===== src/rtl/fifo_frame_reader_pkg.sv =====
// Shared types and constants for the FIFO frame reader.
// Optional underrun counter: FIFO_FRAME_READER_UNDERRUN_CNT_EN.
package fifo_frame_reader_pkg;

  typedef enum logic [1:0] {
    ST_IDLE  = 2'd0,
    ST_RUN   = 2'd1,
    ST_DRAIN = 2'd2
  } state_e;

  localparam int OUT_BUF_DEPTH  = 4;
  localparam int OUT_PTR_W      = $clog2(OUT_BUF_DEPTH);
  localparam int OUT_CNT_W      = $clog2(OUT_BUF_DEPTH + 1);
  localparam int UNDERRUN_CNT_W = 16;

  // Room for one more pop: buffered words plus the one in flight.
  function automatic logic buf_has_room(
    input logic [OUT_CNT_W-1:0] cnt,
    input logic                 inflight
  );
    logic [OUT_CNT_W:0] w_sum;
    w_sum = {1'b0, cnt} + {{OUT_CNT_W{1'b0}}, inflight};
    return w_sum < (OUT_CNT_W+1)'(OUT_BUF_DEPTH);
  endfunction

endpackage


===== src/rtl/fifo_frame_reader_sync_fifo_small.sv =====
// Small single-clock output buffer absorbing the FIFO read latency.
// Build option (top level): FIFO_FRAME_READER_UNDERRUN_CNT_EN.
module sync_fifo_small
  import fifo_frame_reader_pkg::*;
#(
  parameter int DATA_WIDTH = 8
) (
  input  logic                  clk,
  input  logic                  rst_n,
  input  logic                  i_push,
  input  logic [DATA_WIDTH-1:0] i_push_data,
  input  logic                  i_pop,
  output logic [OUT_CNT_W-1:0]  o_count,
  output logic [DATA_WIDTH-1:0] o_head
);

  logic [DATA_WIDTH-1:0] r_mem [OUT_BUF_DEPTH];
  logic [OUT_PTR_W-1:0]  r_rd_ptr;
  logic [OUT_PTR_W-1:0]  r_wr_ptr;
  logic [OUT_CNT_W-1:0]  r_count;

  logic w_full;
  logic w_do_pop;
  logic w_do_push;

  assign w_full    = (r_count == OUT_CNT_W'(OUT_BUF_DEPTH));
  assign w_do_pop  = i_pop & (r_count != '0);
  assign w_do_push = i_push & (~w_full | w_do_pop);

  always_ff @(posedge clk or negedge rst_n) begin
    if (!rst_n) begin
      for (int i = 0; i < OUT_BUF_DEPTH; i++) begin
        r_mem[i] <= '0;
      end
      r_rd_ptr <= '0;
      r_wr_ptr <= '0;
      r_count  <= '0;
    end else begin
      if (w_do_push) begin
        r_mem[r_wr_ptr] <= i_push_data;
        r_wr_ptr        <= r_wr_ptr + 1'b1;
      end
      if (w_do_pop) begin
        r_rd_ptr <= r_rd_ptr + 1'b1;
      end
      unique case ({w_do_push, w_do_pop})
        2'b10:   r_count <= r_count + 1'b1;
        2'b01:   r_count <= r_count - 1'b1;
        default: r_count <= r_count;
      endcase
    end
  end

  assign o_count = r_count;
  assign o_head  = r_mem[r_rd_ptr];

endmodule


===== src/rtl/fifo_frame_reader.sv =====
// FFT-domain FIFO consumer framing words into FRAME_LEN-sample frames.
// Optional underrun counter: FIFO_FRAME_READER_UNDERRUN_CNT_EN.
module fifo_frame_reader
  import fifo_frame_reader_pkg::*;
#(
  parameter int DATA_WIDTH = 8,
  parameter int FRAME_LEN  = 64
) (
  input  logic                      clk,
  input  logic                      rst_n,
  output logic                      fifo_rd_en,
  input  logic [DATA_WIDTH-1:0]     fifo_rd_data,
  input  logic                      fifo_rd_empty,
  input  logic                      frame_enable,
  output logic                      m_valid,
  input  logic                      m_ready,
  output logic [DATA_WIDTH-1:0]     m_data,
  output logic                      m_last,
  output logic                      busy
`ifdef FIFO_FRAME_READER_UNDERRUN_CNT_EN
  ,
  output logic [UNDERRUN_CNT_W-1:0] underrun_cnt
`endif
);

  localparam int IDX_W = $clog2(FRAME_LEN);
  localparam logic [IDX_W-1:0] LAST_IDX = IDX_W'(FRAME_LEN - 1);

  state_e r_state;
  state_e w_state_nxt;

  logic                 r_inflight;
  logic [IDX_W-1:0]     r_issue_idx;
  logic [IDX_W-1:0]     r_out_idx;
  logic [OUT_CNT_W-1:0] w_count;
  logic                 w_room;
  logic                 w_rd_en;
  logic                 w_issue_wrap;
  logic                 w_hs;

  sync_fifo_small #(
    .DATA_WIDTH(DATA_WIDTH)
  ) u_buf (
    .clk        (clk),
    .rst_n      (rst_n),
    .i_push     (r_inflight),
    .i_push_data(fifo_rd_data),
    .i_pop      (w_hs),
    .o_count    (w_count),
    .o_head     (m_data)
  );

  // Credit check ignores a same-cycle output pop, keeping m_ready off this path.
  assign w_room       = buf_has_room(w_count, r_inflight);
  assign w_rd_en      = (r_state == ST_RUN) & ~fifo_rd_empty & w_room;
  assign w_issue_wrap = w_rd_en & (r_issue_idx == LAST_IDX);
  assign w_hs         = m_valid & m_ready;

  assign fifo_rd_en = w_rd_en;
  assign m_valid    = (w_count != '0);
  assign m_last     = m_valid & (r_out_idx == LAST_IDX);
  assign busy       = (r_state != ST_IDLE);

  always_comb begin
    w_state_nxt = r_state;
    unique case (r_state)
      ST_IDLE: begin
        if (frame_enable) w_state_nxt = ST_RUN;
      end
      ST_RUN: begin
        if (w_issue_wrap && !frame_enable) w_state_nxt = ST_DRAIN;
      end
      ST_DRAIN: begin
        if ((w_count == '0) && !r_inflight) w_state_nxt = ST_IDLE;
      end
      default: w_state_nxt = ST_IDLE;
    endcase
  end

  always_ff @(posedge clk or negedge rst_n) begin
    if (!rst_n) begin
      r_state     <= ST_IDLE;
      r_inflight  <= 1'b0;
      r_issue_idx <= '0;
      r_out_idx   <= '0;
    end else begin
      r_state    <= w_state_nxt;
      r_inflight <= w_rd_en;
      if (w_rd_en) begin
        r_issue_idx <= w_issue_wrap ? '0 : r_issue_idx + 1'b1;
      end
      if (w_hs) begin
        r_out_idx <= (r_out_idx == LAST_IDX) ? '0 : r_out_idx + 1'b1;
      end
    end
  end

`ifdef FIFO_FRAME_READER_UNDERRUN_CNT_EN
  logic [UNDERRUN_CNT_W-1:0] r_underrun;
  logic                      w_starve;

  // Waiting for the first word of a frame is not starvation.
  assign w_starve = (r_state == ST_RUN) & fifo_rd_empty & w_room &
                    ((r_issue_idx != '0) | (r_out_idx != '0));

  always_ff @(posedge clk or negedge rst_n) begin
    if (!rst_n) begin
      r_underrun <= '0;
    end else if (w_starve && (r_underrun != '1)) begin
      r_underrun <= r_underrun + 1'b1;
    end
  end

  assign underrun_cnt = r_underrun;
`endif

endmodule


===== config.mk =====
export PLATFORM = sky130hd
export DESIGN_NAME = fifo_frame_reader
export DESIGN_NICKNAME = d
export VERILOG_FILES = /design/src/rtl/fifo_frame_reader_pkg.sv /design/src/rtl/fifo_frame_reader_sync_fifo_small.sv /design/src/rtl/fifo_frame_reader.sv
export SDC_FILE = /design/constraint.sdc
export NUM_CORES = 1
export LEC_CHECK = 0
export CAP_MARGIN = 20
export CORE_ASPECT_RATIO = 0.6
export CORE_UTILIZATION = 64
export CTS_BUF_LIST = sky130_fd_sc_hd__clkbuf_4 sky130_fd_sc_hd__clkbuf_8
export CTS_CLUSTER_DIAMETER = 100
export DETAILED_ROUTE_END_ITERATION = 16
export GPL_TIMING_DRIVEN = 0
export PLACE_DENSITY = 0.94
export SYNTH_ARGS = -nofsm -noshare
export SYNTH_HDL_FRONTEND = slang
export SYNTH_SLANG_ARGS = --single-unit

===== constraint.sdc =====
create_clock -name clk -period 3.3 [get_ports clk]
set_input_delay 0.66 -clock clk [delete_from_list [all_inputs] [get_ports clk]]
set_output_delay 0.66 -clock clk [all_outputs]
set_load 0.01 [all_outputs]

==> results.cfg <==
[sta]
tightest_slew_ns = 0.613
period_minus_slack_ns = 2.90
setup_ws_ns = 0.403
skew_ns = 0.00964
fin_setup_tns_ns = 0
slew_headroom = 0.591
timing.fmax_mhz = 345
finalHoldViolCount = 0
finalMaxSlewViolations = 0
finalSetupViolCount = 0
rsz0062_at_grt = no
post-route-period-util = 0.878

[power_and_ir_drop]
powerDensity_mw_per_mm2 = 1000
total_power_mw = 3.07
p_leak_nw = 1.45
vdd_drop_max_mv = 0.546

[detailed_routing]
num_vias = 1585
wl_um = 5160
wire_per_inst_um = 19.5
route.detailed.drc = 0
drtIter0Drc = 106
drt-vias-per-instance = 6.00
firstDrtPassIters = 4
drtAntennaViolNets = 0

[synthesis]
syn_avg_cell_area_um2 = 14.5
async_flop_share = 1.00
yosysSeqAreaShare = 0.507
synth_top_area_frac = 0.507
synth_nets = 205
synth.mux.area_fraction = 0.252
synth_area_leaders = dfrtp_1 51%, mux2_4 18%, mux4_2 6.8%, ha_1 3.3%, nand2_8 3.0%
synth_fa_ha_area_frac = 0.0404
synthXorXnorAreaFrac = 0.0329
syn_inst = 184
syn_area_mm2 = 0.00266
synth_top_cell_by_area = dfrtp_1
synth_top_family_by_area = multiplexers
ys_seq_elements = 54
synth-simple-area-share = 0.101
synth-edff-count = 0
synth-main-ff-cell = dfrtp_1
synth_compound_area_frac = 0.0437
ys_types = 36
yosys_warnings = 0

[clock_network]
clk_latency_ns = 0.31
cts_tree = yes
cts_buffers = 5
post_cts_resized = 0
clkTransAtPathRegs_ns = 0.09
cts-root-buf = clkbuf_8
h-tree-depth = 2
cts_hold_buf = 0
postCtsSetupBuffers = 0
clk_path_buf_depth = 2
cts_sinks = 54

[layout]
layout.nets = 237
diodes = 0
final_common_cell = dfrtp_1
area.sequential_mm2 = 0.00135
final_area_mm2 = 0.00307
mostFrequentLayoutCells = 54 x dfrtp_1, 32 x mux2_4, 23 x clkdlybuf4s50_1, 15 x nand2_1
layout-drive-gt1-share = 0.290
area_growth_syn_to_layout_pct = 15.4
multiInputGateArea_mm2 = 0.00125
fillCellCount = 196
stdcell_count = 264

[floorplan]
die_width_um = 85.3
core-area_mm2 = 0.00383
rows = 17
io_pins = 25
initial_core_util = 0.696
die_h_um = 52.0
die_area_mm2 = 0.00443

[grt]
grt_usage = 0.267
overflow = 0
grt_pass1_vias = 1722
grt_pass1_wl_um = 8550
grt_start_max_net_pins = 35
antenna_found_initial = 0

[worst_setup_path]
required_ns = 2.64
path_max_fanout = 11
cp-start-kind = primary input
crit_arrival_ns = 2.24
crit_type = primary input to primary output
crit_path_end_kind = primary output

[place]
numPortBuffers = 24
placed_area_mm2 = 0.00298
dp_hpwl_um = 3770
dp_cells = 256
place_congestion = 0.739
post-place-ws_ns = 0.400

[hold_path]
hold_class = primary input to asynchronous set/reset pin

[flow_run]
drv_cap = 0

[status]
outcome = complete, no violations
cells in the mapped netlist, types with 2 or more instances:
master	n
and3_1	4
ha_1	7
nand2_8	4
xnor2_1	9
nand4_1	2
mux4_2	8
o21ai_0	3
nor2_1	3
a31oi_1	3
dfrtp_1	54
a41oi_1	2
inv_1	9
a21oi_1	4
mux2_4	32
nand3_1	4
nor2b_1	2
nand2_1	15
registers in the layout, indices dropped and copies added (netlist names):
register,count
r_out_idx,6
u_buf.r_wr_ptr,2
u_buf.r_rd_ptr,2
u_buf.r_mem,32
r_state,2
u_buf.o_count,3
r_issue_idx,6
r_inflight,1
routing by layer:
metal / track usage / routed length (um)
met1: 0.328 / 2280
met5: 0 / 0
met2: 0.470 / 2560
met3: 0.0651 / 184
met4: 0.100 / 132
worst paths after layout:
kind	start	endpoint	slack [ns]	cells past startpoint
min in group clk	r_issue_idx[4]	r_issue_idx[4]	0.49	1
max in group asynchronous	rst_n	u_buf.r_mem[1]	2.47	2
setup / recovery	fifo_rd_empty	fifo_rd_en	0.40	5
hold / removal	rst_n	r_out_idx[5]	0.29	1
setup reg to reg	u_buf.o_count[0]	u_buf.o_count[2]	1.09	9
hold reg to reg	r_issue_idx[4]	r_issue_idx[4]	0.49	1
per-stage QoR:
| stage | utilization | hold slack (ns) |
|---|---|---|
| after CTS | 0.803 | 0.299 |
| after global routing | 0.803 | 0.314 |
| after floorplan | - | 0.364 |
| final | 0.803 | 0.294 |
| after global placement | 0.774 | 0.453 |
| after detailed placement | 0.778 | 0.481 |
worst max-delay path, stage by stage:
cell	delay (ns)
clkdlybuf4s50_1	0.42
nor4b_2	0.26
nand2_1	0.17
clkinv_2	0.17
clkdlybuf4s50_1	0.56
power breakdown:
| group | switching [mW] | total [mW] | internal [mW] |
|---|---|---|---|
| combinational | 0.589 | 1.46 | 0.870 |
| clock | 0.209 | 0.378 | 0.169 |
| sequential | 0.257 | 1.24 | 0.981 |
| total | 1.05 | 3.07 | 2.02 |
final cells by class:
class / count / share of cell area
Tap cell: 47 / 0.0191
Sequential cell: 54 / 0.440
Clock buffer: 6 / 0.0269
Inverter: 11 / 0.0138
Multi-Input combinational cell: 116 / 0.407
Buffer: 3 / 0.00651
Timing Repair Buffer: 25 / 0.0831
Clock inverter: 2 / 0.00407
cell families (layout without fill, tap and decap cells):
kind of cell,count (synthesis),after routing
AOI/OAI and AO/OA,17,17
and+or+nand+nor,40,40
buffers and inverters,14,47
DFF,54,54
muxes,41,41
adders and majority gates,8,8
xor gates and xnor gates,10,10
Power figures use the tool's default switching activity.
==> RTL change 1: new RTL, config.mk and constraints unchanged <==
`DATA_WIDTH` is set to 8 in 2 places; all go to 12.
--- a/src/rtl/fifo_frame_reader_sync_fifo_small.sv
+++ b/src/rtl/fifo_frame_reader_sync_fifo_small.sv
@@ -5,3 +5,3 @@
 #(
-  parameter int DATA_WIDTH = 8
+  parameter int DATA_WIDTH = 12
 ) (
--- a/src/rtl/fifo_frame_reader.sv
+++ b/src/rtl/fifo_frame_reader.sv
@@ -5,3 +5,3 @@
 #(
-  parameter int DATA_WIDTH = 8,
+  parameter int DATA_WIDTH = 12,
   parameter int FRAME_LEN  = 64
Interface: changed (resized fifo_rd_data and m_data); port bits go from 25 to 33. No check against the original RTL was run, so the function may have changed too.
==> RTL change 1 against the original RTL <==
Global-route usage rose by 2.4 points; sequential cell count rose by 16; cell count rose by 28%; largest power group unchanged; design area rose by 25%; synthesized area rose by 21%; critical path type unchanged; worst setup slack got worse by 0.13 ns; wire length rose by 26%; power rose by 28%.
==> RTL change 1: results (changes against the original RTL) <==
syn_nets: 253  # +23%
fin_area_um2: 3840  # +25%
top_regs: "u_buf.r_mem (48), r_issue_idx (6), r_out_idx (6)"
netlist_top_cells_area: "dfrtp_1, mux2_2, mux4_2"
seq_area_frac: 0.456  # +0.0158
clkCellAreaFrac: 0.0553  # +0.0244
final-nonclk-buf-share: 0.104  # +0.0142
io_buffers: 32  # +33%
pre_cts_ws_ns: 0.286  # -0.114 ns
grt_max_degree: 71  # +100%
yosysUniqueCellTypes: 33  # -8.3%
drt-vias-per-instance: 5.96  # -0.70%
drt_iter0_drc: 113  # +6.6%
vdd_ir_drop_max_mv: 0.788  # +44%
grt_pass1_vias: 2167  # +26%
status: "complete, no violations"
grt_usage: 0.291  # +0.0241
ctsHtreeMaxLevel: 3  # +1
p_leak_nw: 1.73  # +20%
cp.arrival_ns: 2.37  # +0.13 ns
synth_common_cells: "dfrtp_1, mux2_2, nand2_1"
worstPathMaxFanout: 9  # -2
drive_gt1_frac: 0.341  # +0.0503
signal_buffers: 41  # +46%
fin_ws_ns: 0.274  # -0.128 ns
internal_power_mw: 2.66  # +32%
place_inst: 323  # +26%
dp_hpwl_mm: 4.46  # +18%
nFillCells: 236  # +20%
clock_latency_ns: 0.35  # +0.04 ns
pg_comb_mw: 1.64  # +12%
dpl_cell_area_um2: 3630  # +22%
grt_pass1_wl_mm: 11.1  # +30%
clkbuf_count: 9  # +3
finClkSkew_ns: 0.00838  # -0.00126 ns
gp_congestion: 0.791  # +7.1%
flops_and_latches: 70  # +30%
## RTL change 1: cell types whose count changed after synthesis, sizes merged, moves of 4 or more
cell | before | now
buf | 3 | 9
o21ai | 3 | 7
mux4 | 8 | 12
nand2 | 20 | 24
dfrtp | 54 | 70
mux2 | 32 | 48
## RTL change 1: path summary, 6_finish.rpt
| kind | from | end | slack (ns) | cells after the start |
|---|---|---|---|---|
| max | fifo_rd_empty | fifo_rd_en | 0.27 | 5 |
| min | rst_n | r_issue_idx[0]$_DFFE_PN0P_ | 0.40 | 1 |
| max reg2reg | u_buf.o_count[0]$_DFFE_PN0P_ | u_buf.o_count[2]$_DFFE_PN0P_ | 1.00 | 9 |
| min reg2reg | r_out_idx[5]$_DFFE_PN0P_ | r_out_idx[5]$_DFFE_PN0P_ | 0.49 | 1 |
| max in group asynchronous | rst_n | u_buf.r_mem[2]$_DFFE_PN0P_ | 2.32 | 1 |
| min in group clk | r_out_idx[5]$_DFFE_PN0P_ | r_out_idx[5]$_DFFE_PN0P_ | 0.49 | 1 |
## RTL change 1: worst max-delay path, cell delays in order
cell             delay [ns]
clkdlybuf4s50_1        0.40
or4_4                  0.53
buf_6                  0.15
clkinv_4               0.07
clkdlybuf4s50_1        0.55
## RTL change 1: kinds of logic (layout without fill, tap and decap cells)
kind of cell,count (synthesis),in the layout,share of synthesized area
flops,70,70,0.541
mux,61,61,0.254
simple gates,42,42,0.0731
buf+inv,20,68,0.0394
compound gates,17,17,0.0321
xor+xnor,10,10,0.0271
fa+ha+maj,8,8,0.0333
## RTL change 1: per-layer routing
metal  vias up  global-route usage  part of all wire
met1      1052               0.399              0.44
met4         0               0.112             0.017
met3        10              0.0947             0.060
li1        905                   -                 -
met2        54               0.443              0.49
met5         -                   0                 0
==> RTL change 2: new RTL, same settings <==
Made on the original files. Encoding of `state_e`: now one-hot (3 bits for 3 states).
--- a/src/rtl/fifo_frame_reader_pkg.sv
+++ b/src/rtl/fifo_frame_reader_pkg.sv
@@ -4,6 +4,6 @@
 
-  typedef enum logic [1:0] {
-    ST_IDLE  = 2'd0,
-    ST_RUN   = 2'd1,
-    ST_DRAIN = 2'd2
+  typedef enum logic [2:0] {
+    ST_IDLE  = 3'b001,
+    ST_RUN   = 3'b010,
+    ST_DRAIN = 3'b100
   } state_e;
Check against the original RTL: no difference found for any inputs over 10 cycles, from zero or initial values and one cycle with rst_n low; not proved beyond that.
==> RTL change 2 against the original RTL <==
Die area rose by 1.9%; synthesized area rose by 1.9%; critical endpoint unchanged; design area rose by 2.4%; clock skew fell by 0.0051 ns; wire length rose by 5.8%; worst setup slack got worse by 0.024 ns; power fell by 15%; sequential cell count rose by 1; global-route usage rose by 1.2 points; maximum frequency fell by 0.81%; register-to-register slack got worse by 0.08 ns.
==> RTL change 2: results (changes against the original RTL) <==
syn_nets: 214  # +4.4%
finClkSkew_ns: 0.00459  # -0.00505 ns
drive_gt1_frac: 0.276  # -0.0148
cts_buffer_depth: 2  # unchanged
ctsHtreeMaxLevel: 2  # unchanged
gp_congestion: 0.765  # +3.6%
dp_hpwl_mm: 3.78  # +0.18%
yosysUniqueCellTypes: 34  # -5.6%
ys_seq_area_frac: 0.507  # about the same
r2r_slack_ns: 1.01  # -0.08 ns
crit_start: "fifo_rd_empty"
grt_max_degree: 29  # -17%
worstPathMaxFanout: 8  # -3
grt_pass1_vias: 1677  # -2.6%
vdd_ir_drop_max_mv: 0.523  # -4.3%
synth_common_cells: "dfrtp_1, mux2_4, nand2_1"
routedWlPerCell_um: 19.4  # -0.94%
clk_root_buffer_cell: "clkbuf_8"
p_leak_nw: 1.52  # +4.8%
reg2reg_from: "u_buf.o_count[0]$_DFFE_PN0P_"
nets: 246  # +3.8%
clk_pin_slew_worst_paths_ns: 0.09  # about the same
grt_pass1_wl_mm: 8.95  # +4.7%
firstDrtPassIters: 5  # +1
drt_iter0_drc: 80  # -25%
status: "complete, no violations"
drt-vias-per-instance: 5.68  # -5.4%
cp.arrival_ns: 2.26  # +0.02 ns
dpl_cell_area_um2: 3040  # +2.1%
worst_pin_slew_ns: 0.637  # +0.0236 ns
grt_usage: 0.279  # +0.0119
netlist_top_cells_area: "dfrtp_1, mux2_4, mux4_2"
clock-sinks: 55  # +1.9%
## RTL change 2: through the flow
step                      utilization  cells  setup WS (ns)  hold WS [ns]
after global routing            0.818    282          0.301         0.414
final                           0.818    282          0.379         0.358
after global placement          0.786    274        -0.0136         0.460
after CTS                       0.818    282          0.381         0.374
after floorplan                     -    193          0.982         0.364
after detailed placement        0.790    275          0.405         0.459
## RTL change 2: kinds of logic (layout without fill, tap and decap cells)
group / Yosys count / after routing / share of synthesized area
compound gates: 18 / 18 / 0.0383
xor+xnor: 10 / 10 / 0.0323
fa+ha+maj: 8 / 8 / 0.0396
buf+inv: 15 / 47 / 0.0240
flops: 55 / 55 / 0.507
mux: 41 / 41 / 0.247
simple gates: 46 / 46 / 0.112
## RTL change 2: worst min-delay path by stage
stage | startpoint | endpoint | slack [ns]
finish | rst_n | u_buf.o_count[0]$_DFFE_PN0P_ | 0.36
global route | rst_n | u_buf.o_count[1]$_DFFE_PN0P_ | 0.41
floorplan | rst_n | r_inflight$_DFF_PN0_ | 0.36
detailed placement | r_issue_idx[4]$_DFFE_PN0P_ | r_issue_idx[4]$_DFFE_PN0P_ | 0.46
global placement | r_issue_idx[4]$_DFFE_PN0P_ | r_issue_idx[4]$_DFFE_PN0P_ | 0.46
CTS | rst_n | u_buf.r_mem[0]$_DFFE_PN0P_ | 0.37
## RTL change 2: worst max-delay path: stages
cell,delay (ns)
clkdlybuf4s50_1,0.41
nor2_1,0.12
nand3_2,0.19
inv_1,0.26
clkdlybuf4s50_1,0.62
## RTL change 2: metal layers
| metal | track usage | share of wire | vias to the layer above |
|---|---|---|---|
| met2 | 0.431 | 0.48 | 31 |
| met3 | 0.0693 | 0.031 | 7 |
| met4 | 0.100 | 0.013 | 0 |
| met5 | 0 | 0 | - |
| met1 | 0.389 | 0.47 | 825 |
| li1 | - | - | 738 |
## RTL change 2: power by group
part	switching (mW)	internal [mW]	leakage, nW
Combinational	0.427	0.598	0.756
Clock	0.214	0.222	0.0502
Sequential	0.208	0.929	0.711
Total	0.849	1.75	1.52
## RTL change 2: area by class of cell
cell class	instances	area (um^2)
buffer	3	20.0
sequential	55	1380
inverter	12	45.0
timing repair buffer	25	255
clock inverter	2	37.5
fill	201	702
clock buffer	5	68.8
multi-input combinational	123	1270
tap	57	71.3
